--- src/rtl/trap_csr_unit_if.sv ---
// ============================================================================
// Module      : trap_csr_unit_if
// Description : Decoder/pipeline-facing bundle of the machine-mode trap and CSR
//               unit: CSR op strobes, trap/MRET strobes, interrupt lines and
//               the redirect/suppress outputs back to the pipeline.
// Revision    : 1.0 - initial release
// ============================================================================
`default_nettype none

interface trap_csr_unit_if #(
    parameter int XLEN    = 32,
    parameter int NUM_IRQ = 4
);
    // Execute-stage instruction and decoder strobes
    logic                instr_valid;
    logic [XLEN-1:0]     ex_pc;
    logic [11:0]         csr_addr;
    logic [XLEN-1:0]     csr_wdata;
    logic                csr_write;
    logic                csr_set;
    logic                csr_clear;
    logic                illegal_instr;
    logic                mret;
    // Raw asynchronous interrupt lines
    logic [NUM_IRQ-1:0]  irq;
    // Results back to the pipeline
    logic [XLEN-1:0]     csr_rdata;
    logic                redirect_valid;
    logic [XLEN-1:0]     redirect_pc;
    logic                busy;
    logic                ex_suppress;

    // Pipeline / decoder side
    modport master (
        output instr_valid, ex_pc, csr_addr, csr_wdata,
               csr_write, csr_set, csr_clear, illegal_instr, mret, irq,
        input  csr_rdata, redirect_valid, redirect_pc, busy, ex_suppress
    );

    // Trap/CSR unit side
    modport slave (
        input  instr_valid, ex_pc, csr_addr, csr_wdata,
               csr_write, csr_set, csr_clear, illegal_instr, mret, irq,
        output csr_rdata, redirect_valid, redirect_pc, busy, ex_suppress
    );
endinterface

`default_nettype wire

--- src/rtl/trap_csr_unit.sv ---
// ============================================================================
// Module      : trap_csr_unit
// Description : Machine-mode trap and CSR unit. Holds mstatus/mie/mip/mtvec/
//               mscratch/mepc/mcause, synchronises external interrupt lines,
//               accepts illegal-instruction exceptions and level interrupts,
//               and issues a one-cycle PC redirect on trap entry or MRET.
//               Optional feature macro: VECTORED_MTVEC_EN (vectored mtvec
//               mode for interrupts; when undefined mtvec[1:0] reads 0).
// Revision    : 1.0 - initial release
// ============================================================================
`default_nettype none

module trap_csr_unit #(
    parameter int              XLEN        = 32,
    parameter int              NUM_IRQ     = 4,
    parameter logic [XLEN-1:0] MTVEC_RESET = 32'h0000_0000
) (
    input  wire logic          clk,
    input  wire logic          rst,
    trap_csr_unit_if.slave     bus
);

    // CSR addresses
    localparam logic [11:0] c_addr_mstatus  = 12'h300;
    localparam logic [11:0] c_addr_mie      = 12'h304;
    localparam logic [11:0] c_addr_mtvec    = 12'h305;
    localparam logic [11:0] c_addr_mscratch = 12'h340;
    localparam logic [11:0] c_addr_mepc     = 12'h341;
    localparam logic [11:0] c_addr_mcause   = 12'h342;
    localparam logic [11:0] c_addr_mip      = 12'h344;

    // Interrupt line i lives at bit/cause 16+i
    localparam int          c_irq_base      = 16;
    localparam logic [XLEN-1:0] c_cause_illegal = XLEN'(2);

    typedef enum logic [1:0] {
        ST_RUN  = 2'd0,
        ST_TRAP = 2'd1,
        ST_RET  = 2'd2
    } state_t;

    state_t r_state;
    state_t w_state_nxt;

    // Architectural state
    logic                r_mstatus_mie;
    logic                r_mstatus_mpie;
    logic [NUM_IRQ-1:0]  r_mie_en;
    logic [XLEN-1:2]     r_mtvec_base;
    logic [XLEN-1:0]     r_mscratch;
    logic [XLEN-1:2]     r_mepc;
    logic [XLEN-1:0]     r_mcause;
    logic [NUM_IRQ-1:0]  r_irq_s1;
    logic [NUM_IRQ-1:0]  r_irq_s2;
`ifdef VECTORED_MTVEC_EN
    localparam logic     c_mtvec_mode_rst = (MTVEC_RESET[1:0] == 2'b01);
    logic                r_mtvec_mode;
`endif

    // Decision wires
    logic                w_run;
    logic [NUM_IRQ-1:0]  w_pending;
    logic                w_exc;
    logic                w_int;
    logic                w_take_trap;
    logic                w_do_mret;
    logic                w_csr_op;
    logic                w_csr_we;
    logic [3:0]          w_irq_idx;
    logic [4:0]          w_irq_code;
    logic [XLEN-1:0]     w_int_cause;
    logic [XLEN-1:0]     w_csr_old;
    logic [XLEN-1:0]     w_csr_new;
    logic [XLEN-1:0]     w_mstatus_val;
    logic [XLEN-1:0]     w_mie_val;
    logic [XLEN-1:0]     w_mip_val;
    logic [XLEN-1:0]     w_mtvec_val;
    logic [XLEN-1:0]     w_trap_target;
    logic                w_redirect_valid;
    logic [XLEN-1:0]     w_redirect_pc;
    logic                w_busy;
    logic                w_unused;

    // The PC low bits are never stored: mepc is always word aligned
    assign w_unused = &{1'b0, bus.ex_pc[1:0]};

    // ------------------------------------------------------------------
    // Trap / MRET / CSR-op qualification (only meaningful in RUN)
    // ------------------------------------------------------------------
    assign w_run       = (r_state == ST_RUN);
    assign w_pending   = r_irq_s2 & r_mie_en;
    assign w_exc       = w_run & bus.instr_valid & bus.illegal_instr;
    assign w_int       = w_run & bus.instr_valid & r_mstatus_mie
                         & (|w_pending) & ~w_exc;
    assign w_take_trap = w_exc | w_int;
    assign w_do_mret   = w_run & bus.instr_valid & bus.mret & ~w_take_trap;
    assign w_csr_op    = bus.csr_write | bus.csr_set | bus.csr_clear;
    assign w_csr_we    = w_run & bus.instr_valid & w_csr_op
                         & ~w_take_trap & ~w_do_mret;

    // Lowest-numbered pending line wins: scan downwards so the last hit sticks
    always_comb begin
        w_irq_idx = '0;
        for (int i = NUM_IRQ - 1; i >= 0; i--) begin
            if (w_pending[i]) begin
                w_irq_idx = 4'(i);
            end
        end
    end

    assign w_irq_code  = 5'(c_irq_base) + {1'b0, w_irq_idx};
    assign w_int_cause = {1'b1, {(XLEN-6){1'b0}}, w_irq_code};

    // ------------------------------------------------------------------
    // CSR read view and read-modify-write value
    // ------------------------------------------------------------------
    // Assemble the read-back images of the sparse CSRs
    always_comb begin
        w_mstatus_val        = '0;
        w_mstatus_val[12:11] = 2'b11;
        w_mstatus_val[7]     = r_mstatus_mpie;
        w_mstatus_val[3]     = r_mstatus_mie;
        w_mie_val            = '0;
        w_mie_val[c_irq_base +: NUM_IRQ] = r_mie_en;
        w_mip_val            = '0;
        w_mip_val[c_irq_base +: NUM_IRQ] = r_irq_s2;
    end

`ifdef VECTORED_MTVEC_EN
    assign w_mtvec_val = {r_mtvec_base, 1'b0, r_mtvec_mode};
`else
    assign w_mtvec_val = {r_mtvec_base, 2'b00};
`endif

    // Old value of the addressed CSR; unimplemented addresses read zero
    always_comb begin
        w_csr_old = '0;
        case (bus.csr_addr)
            c_addr_mstatus:  w_csr_old = w_mstatus_val;
            c_addr_mie:      w_csr_old = w_mie_val;
            c_addr_mtvec:    w_csr_old = w_mtvec_val;
            c_addr_mscratch: w_csr_old = r_mscratch;
            c_addr_mepc:     w_csr_old = {r_mepc, 2'b00};
            c_addr_mcause:   w_csr_old = r_mcause;
            c_addr_mip:      w_csr_old = w_mip_val;
            default:         w_csr_old = '0;
        endcase
    end

    // Write replaces, set ORs in, clear masks out
    always_comb begin
        w_csr_new = w_csr_old;
        if (bus.csr_write) begin
            w_csr_new = bus.csr_wdata;
        end else if (bus.csr_set) begin
            w_csr_new = w_csr_old | bus.csr_wdata;
        end else if (bus.csr_clear) begin
            w_csr_new = w_csr_old & ~bus.csr_wdata;
        end
    end

    // ------------------------------------------------------------------
    // Interrupt synchroniser
    // ------------------------------------------------------------------
    // Two-flop synchroniser; mip sees an edge two clocks after it arrives
    always_ff @(posedge clk or posedge rst) begin
        if (rst) begin
            r_irq_s1 <= '0;
            r_irq_s2 <= '0;
        end else begin
            r_irq_s1 <= bus.irq;
            r_irq_s2 <= r_irq_s1;
        end
    end

    // ------------------------------------------------------------------
    // Trap-affected CSRs: trap entry beats MRET beats software write
    // ------------------------------------------------------------------
    // mstatus, mepc and mcause update on trap entry, MRET or CSR write
    always_ff @(posedge clk or posedge rst) begin
        if (rst) begin
            r_mstatus_mie  <= 1'b0;
            r_mstatus_mpie <= 1'b0;
            r_mepc         <= '0;
            r_mcause       <= '0;
        end else if (w_take_trap) begin
            r_mepc         <= bus.ex_pc[XLEN-1:2];
            r_mcause       <= w_exc ? c_cause_illegal : w_int_cause;
            r_mstatus_mpie <= r_mstatus_mie;
            r_mstatus_mie  <= 1'b0;
        end else if (w_do_mret) begin
            r_mstatus_mie  <= r_mstatus_mpie;
            r_mstatus_mpie <= 1'b1;
        end else if (w_csr_we) begin
            case (bus.csr_addr)
                c_addr_mstatus: begin
                    r_mstatus_mie  <= w_csr_new[3];
                    r_mstatus_mpie <= w_csr_new[7];
                end
                c_addr_mepc:   r_mepc   <= w_csr_new[XLEN-1:2];
                c_addr_mcause: r_mcause <= w_csr_new;
                default: ;
            endcase
        end
    end

    // Software-only CSRs: mie enables, mtvec and mscratch
    always_ff @(posedge clk or posedge rst) begin
        if (rst) begin
            r_mie_en     <= '0;
            r_mtvec_base <= MTVEC_RESET[XLEN-1:2];
            r_mscratch   <= '0;
`ifdef VECTORED_MTVEC_EN
            r_mtvec_mode <= c_mtvec_mode_rst;
`endif
        end else if (w_csr_we) begin
            case (bus.csr_addr)
                c_addr_mie:      r_mie_en <= w_csr_new[c_irq_base +: NUM_IRQ];
                c_addr_mscratch: r_mscratch <= w_csr_new;
                c_addr_mtvec: begin
                    r_mtvec_base <= w_csr_new[XLEN-1:2];
`ifdef VECTORED_MTVEC_EN
                    // Only direct (0) and vectored (1) are legal; 2/3 fall back to 0
                    r_mtvec_mode <= (w_csr_new[1:0] == 2'b01);
`endif
                end
                default: ;
            endcase
        end
    end

    // ------------------------------------------------------------------
    // Redirect FSM
    // ------------------------------------------------------------------
`ifdef VECTORED_MTVEC_EN
    // Interrupts in vectored mode jump to base + 4*cause; exceptions to base
    assign w_trap_target = {r_mtvec_base, 2'b00}
                         + ((r_mtvec_mode & r_mcause[XLEN-1])
                            ? XLEN'({r_mcause[4:0], 2'b00}) : '0);
`else
    assign w_trap_target = {r_mtvec_base, 2'b00};
`endif

    // State register; reset drops any in-flight redirect immediately
    always_ff @(posedge clk or posedge rst) begin
        if (rst) begin
            r_state <= ST_RUN;
        end else begin
            r_state <= w_state_nxt;
        end
    end

    // Next state and redirect outputs; TRAP and RET each last one cycle
    always_comb begin
        w_state_nxt      = r_state;
        w_redirect_valid = 1'b0;
        w_redirect_pc    = '0;
        w_busy           = 1'b0;
        case (r_state)
            ST_RUN: begin
                if (w_take_trap) begin
                    w_state_nxt = ST_TRAP;
                end else if (w_do_mret) begin
                    w_state_nxt = ST_RET;
                end
            end
            ST_TRAP: begin
                w_redirect_valid = 1'b1;
                w_redirect_pc    = w_trap_target;
                w_busy           = 1'b1;
                w_state_nxt      = ST_RUN;
            end
            ST_RET: begin
                w_redirect_valid = 1'b1;
                w_redirect_pc    = {r_mepc, 2'b00};
                w_busy           = 1'b1;
                w_state_nxt      = ST_RUN;
            end
            default: begin
                w_state_nxt = ST_RUN;
            end
        endcase
    end

    assign bus.csr_rdata      = w_csr_old;
    assign bus.redirect_valid = w_redirect_valid;
    assign bus.redirect_pc    = w_redirect_pc;
    assign bus.busy           = w_busy;
    assign bus.ex_suppress    = w_take_trap;

endmodule

`default_nettype wire

--- src/flat_wrapper.sv ---
// flat-port wrapper written by rule: the top's interface ports become plain ports
module trap_csr_unit_flat 
#(
    parameter int              XLEN        = 32,
    parameter int              NUM_IRQ     = 4,
    parameter logic [XLEN-1:0] MTVEC_RESET = 32'h0000_0000
)
  (clk, rst, bus_instr_valid, bus_ex_pc, bus_csr_addr, bus_csr_wdata, bus_csr_write, bus_csr_set, bus_csr_clear, bus_illegal_instr, bus_mret, bus_irq, bus_csr_rdata, bus_redirect_valid, bus_redirect_pc, bus_busy, bus_ex_suppress);
  trap_csr_unit_if #(.XLEN(XLEN), .NUM_IRQ(NUM_IRQ)) bus_i ();
  input  wire logic clk;
  input  wire logic rst;
  input wire logic [$bits(bus_i.instr_valid)-1:0] bus_instr_valid;
  input wire logic [$bits(bus_i.ex_pc)-1:0] bus_ex_pc;
  input wire logic [$bits(bus_i.csr_addr)-1:0] bus_csr_addr;
  input wire logic [$bits(bus_i.csr_wdata)-1:0] bus_csr_wdata;
  input wire logic [$bits(bus_i.csr_write)-1:0] bus_csr_write;
  input wire logic [$bits(bus_i.csr_set)-1:0] bus_csr_set;
  input wire logic [$bits(bus_i.csr_clear)-1:0] bus_csr_clear;
  input wire logic [$bits(bus_i.illegal_instr)-1:0] bus_illegal_instr;
  input wire logic [$bits(bus_i.mret)-1:0] bus_mret;
  input wire logic [$bits(bus_i.irq)-1:0] bus_irq;
  output wire logic [$bits(bus_i.csr_rdata)-1:0] bus_csr_rdata;
  output wire logic [$bits(bus_i.redirect_valid)-1:0] bus_redirect_valid;
  output wire logic [$bits(bus_i.redirect_pc)-1:0] bus_redirect_pc;
  output wire logic [$bits(bus_i.busy)-1:0] bus_busy;
  output wire logic [$bits(bus_i.ex_suppress)-1:0] bus_ex_suppress;
  assign bus_i.instr_valid = bus_instr_valid;
  assign bus_i.ex_pc = bus_ex_pc;
  assign bus_i.csr_addr = bus_csr_addr;
  assign bus_i.csr_wdata = bus_csr_wdata;
  assign bus_i.csr_write = bus_csr_write;
  assign bus_i.csr_set = bus_csr_set;
  assign bus_i.csr_clear = bus_csr_clear;
  assign bus_i.illegal_instr = bus_illegal_instr;
  assign bus_i.mret = bus_mret;
  assign bus_i.irq = bus_irq;
  assign bus_csr_rdata = bus_i.csr_rdata;
  assign bus_redirect_valid = bus_i.redirect_valid;
  assign bus_redirect_pc = bus_i.redirect_pc;
  assign bus_busy = bus_i.busy;
  assign bus_ex_suppress = bus_i.ex_suppress;
  trap_csr_unit #(.XLEN(XLEN), .NUM_IRQ(NUM_IRQ), .MTVEC_RESET(MTVEC_RESET)) u_core (.clk(clk), .rst(rst), .bus(bus_i));
endmodule
--- config.mk ---
export PLATFORM = sky130hd
export DESIGN_NAME = trap_csr_unit_flat
export DESIGN_NICKNAME = d
export VERILOG_FILES = /design/src/rtl/trap_csr_unit_if.sv /design/src/rtl/trap_csr_unit.sv /design/src/flat_wrapper.sv
export SDC_FILE = /design/constraint.sdc
export NUM_CORES = 1
export LEC_CHECK = 0
export BUFFER_PORTS_ARGS = -buffer_cell sky130_fd_sc_hd__buf_2
export CORE_ASPECT_RATIO = 1.75
export CORE_MARGIN = 2
export CORE_UTILIZATION = 61
export DETAILED_ROUTE_END_ITERATION = 12
export GPL_ROUTABILITY_DRIVEN = 0
export PLACE_DENSITY = 0.86
export REMOVE_ABC_BUFFERS = 1
export SETUP_SLACK_MARGIN = 0.1
export SLEW_MARGIN = 20
export SYNTH_ARGS = -nofsm -noshare
export SYNTH_HDL_FRONTEND = slang
export SYNTH_SLANG_ARGS = --single-unit
--- constraint.sdc ---
create_clock -name clk -period 9.7 [get_ports clk]
set_input_delay 0.97 -clock clk [delete_from_list [all_inputs] [get_ports clk]]
set_output_delay 0.97 -clock clk [all_outputs]
set_load 0.05 [all_outputs]
==> impl_metrics.tcl <==
set metrics [dict create \
    final_layout_size_suffix_gt1_share_pct 19.2 \
    multi_input_area_mm2 0.00449 \
    comb_power_share_pct 26.6 \
    final-seq-area_mm2 0.00350 \
    crit_slowest_cell "and4_1" \
    die_w_um 92.6 \
    cts_resized 0 \
    gr-usage-all-layers_pct 37.1 \
    synth_xor_area_share_pct 0 \
    cts-hold-fix-buffers 0 \
    slew_headroom_pct 25.0 \
    synth_top_family_by_area "compound AO/OA/AOI/OAI gates" \
    leakagePower_nw 4.21 \
    max_freq_ghz 0.223 \
    start_kind "primary input" \
    period_minus_slack_ns 4.48 \
    p_clk_share_pct 34.6 \
    first_pass_iters 7 \
    critPathMaxFanout 39 \
    clk_latency_ns 0.42 \
    viasPerCell 6.84 \
    drc_errors 0 \
    ys_top_cells_by_area "dfrtp_1, nand2_1, o21ai_1" \
    skew_ns 0.0106 \
    synth_warnings 0 \
    post-place-ws_ns 5.38 \
    maxCapViolations 0 \
    synth_simple_gate_area_share_pct 22.0 \
    worst_pin_slew_ns 1.12 \
    cts_inserted_buffers 17 \
    start_util_pct 62.6 \
    sw_frac_of_total_pct 35.7 \
    dr.first_iter.drc_count 1162 \
    synth_compound_area_share_pct 26.5 \
    clock_sinks 140 \
    setup_viol 0 \
    r2r-start "u_core.r_state[0]$_DFFE_PP0P_" \
    critPathArrivalTime_ns 3.51 \
    p_per_area_mw_per_mm2 195 \
    antennaDiodeCount 0 \
    p_switching_uw 677 \
    r2r_end "u_core.r_mscratch[30]$_DFFE_PP0P_" \
    clockRootBuffer "clkbuf_16" \
    rows 56 \
    gr-total-overflow 0 \
    critical_path.cell_chain "buf_2, buf_4, nor2_1, and4_1, buf_4, o2bb2ai_1, a21oi_1, inv_1, buf_2" \
    nets 1209 \
    wirelength_um 27400 \
    r2r_setup_slack_ns 6.64 \
    utilization_pct 72.8 \
    hpwl_um 17100 \
    synth_fa_ha_area_share_pct 0.448 \
    yosys.area.top_type "dfrtp_1" \
    worst_ep_required_time_ns 8.73 \
    io_buffer_count 150 \
    netlist_area_mm2 0.00838 \
    post_cts_buffers 0 \
    synthArstFlopShare_pct 100 \
    worst_slack_ns 5.22 \
    grt_pass1_wl_um 43400 \
    hold_end "u_core.r_irq_s2[3]$_DFF_PP0_" \
    design_area_mm2 0.00974 \
    cts_buffer_depth 2 \
    max_stage_delay_ns 0.79 \
    crit_type "primary input to output pin" \
    final_antenna_net_count 0 \
    worstRegToRegCells 7 \
    end_kind "output pin" \
    synthCells 1015 \
    fin_crit_sh_pct 46.2 \
    synth-edff-count 0 \
    wl_per_cell_um 21.0 \
    sequentialPowerShare_pct 38.8 \
    pin_count 155 \
    intPower_mw 1.22 \
    vias 8925 \
    drv_slew 0 \
    synth_ff_type "dfrtp_1" \
    tritoncts "done" \
    cts.clk_slew.worst_paths_ns 0.06 \
    post_dp_cell_area_mm2 0.00914 \
    hold_viol 0 \
    dieArea_mm2 0.0147 \
    grt_pass1_vias 8855 \
    seq_area_frac_synth_pct 41.8 \
    finalPower_mw 1.90 \
    min_from "u_core.r_irq_s1[3]$_DFF_PP0_" \
    holdPathStages 0 \
    rsz0062_at_grt "false" \
    finalSetupTns_ns 0 \
    min_path_type "flip-flop to flip-flop" \
    synth_top_area_share_pct 41.8 \
    core-area_mm2 0.0134 \
    htreeDepth 4 \
    syn_to_final_growth_pct 16.2 \
    avgSynthCellArea_um2 8.26 \
    die_h_um 159 \
    ys_types 64 \
    synth.mux.area_fraction_pct 4.30 \
    status "finished, final reports clean" \
    irDropWorstVdd_uv 132 \
    fill_cells 1038 \
    grt_max_degree 76 \
    synth_seq_cells 140 \
    cp-startpoint "bus_csr_addr[1]" \
    grt_antenna_before_repair 0 \
]
-- power by group through the flow --
stage	registers, mW	clock network (mW)	logic [mW]
floorplan	0.719	0	0.347
global placement	0.738	0	0.486
detailed placement	0.740	0	0.497
CTS	0.731	0.655	0.500
global route	0.743	0.679	0.545
finish	0.736	0.657	0.506
-- worst max-delay path, delay by kind of cell --
family	cells	cell delay, ns
compound gates	2	0.24
buf+inv	5	1.15
simple gates	2	1.08
-- sequential cells by signal (all words and copies together), names as in the netlist --
name and cells:
u_core.r_mcause 32, u_core.r_mscratch 32, u_core.r_mepc 30, u_core.r_mtvec_base 30, u_core.r_irq_s1 4, u_core.r_irq_s2 4, u_core.r_mie_en 4, u_core.r_state 2
u_core.r_mstatus_mie 1, u_core.r_mstatus_mpie 1
-- final cells by class --
| class | count | share of cell area, % |
|---|---|---|
| Clock buffer | 20 | 4.69 |
| Sequential cell | 140 | 36.0 |
| Tap cell | 174 | 2.24 |
| Inverter | 14 | 0.591 |
| Clock inverter | 12 | 1.41 |
| Multi-Input combinational cell | 778 | 46.1 |
| Timing Repair Buffer | 167 | 9.02 |
-- logic make-up after synthesis --
logic type,Yosys count
mux,36
buf+inv,98
fa+ha+maj,3
other cells,1
simple gates,371
flops,140
compound gates,366
-- layout by cell type, fill, tap and decap left out, types with 6 or more instances in the layout --
master     instances
a31oi_1           11
nand2_1          188
and3_1             6
nor3b_1           19
o21ai_0           31
a22oi_1           59
o22ai_1           21
nand2b_1          19
nand3_1            6
nor2_1            45
and2_1             6
clkbuf_16         17
inv_1             12
nor3_1             7
dfrtp_1          140
nor2b_1           31
a21oi_1           74
buf_4             17
nor4_1             6
buf_2            150
o21ai_1          116
mux2i_1           36
-- stage by stage --
stage                     hold slack [ns]  std cells
after global placement              0.344       1273
after floorplan                     0.331        932
after detailed placement            0.342       1273
after CTS                           0.352       1305
final                               0.350       1305
after global routing                0.366       1305
-- cell usage after synthesis, drive strengths merged (7+ instances only) --
cell type,instances
clkbuf,61
o22ai,21
nor2,47
o21ai,149
nand3,7
nor4,10
nor3b,19
nand2,188
dfrtp,140
a22oi,59
a21oi,74
a31oi,11
nor3,7
buf,23
nor2b,31
nand2b,19
mux2i,36
inv,14
-- routing by layer --
layer / wire length [um] / up-vias / track usage (%)
li1: - / 3868 / -
met1: 9300 / 4182 / 43.5
met2: 13600 / 703 / 62.3
met3: 2790 / 172 / 5.82
met4: 1720 / 0 / 23.9
met5: 0 / - / 0
-- worst max path at each step --
stage	cells past startpoint	to	slack, ns
3_3_place_gp	9	bus_csr_rdata[30]	5.39
4_1_cts	9	bus_csr_rdata[30]	5.35
2_1_floorplan	5	u_core.r_mtvec_base[10]$_DFFE_PP0P_	4.96
5_1_grt	9	bus_csr_rdata[16]	5.20
3_5_place_dp	9	bus_csr_rdata[30]	5.38
6_report	9	bus_csr_rdata[30]	5.22
Note: power is estimated with default switching activity, not from simulation.
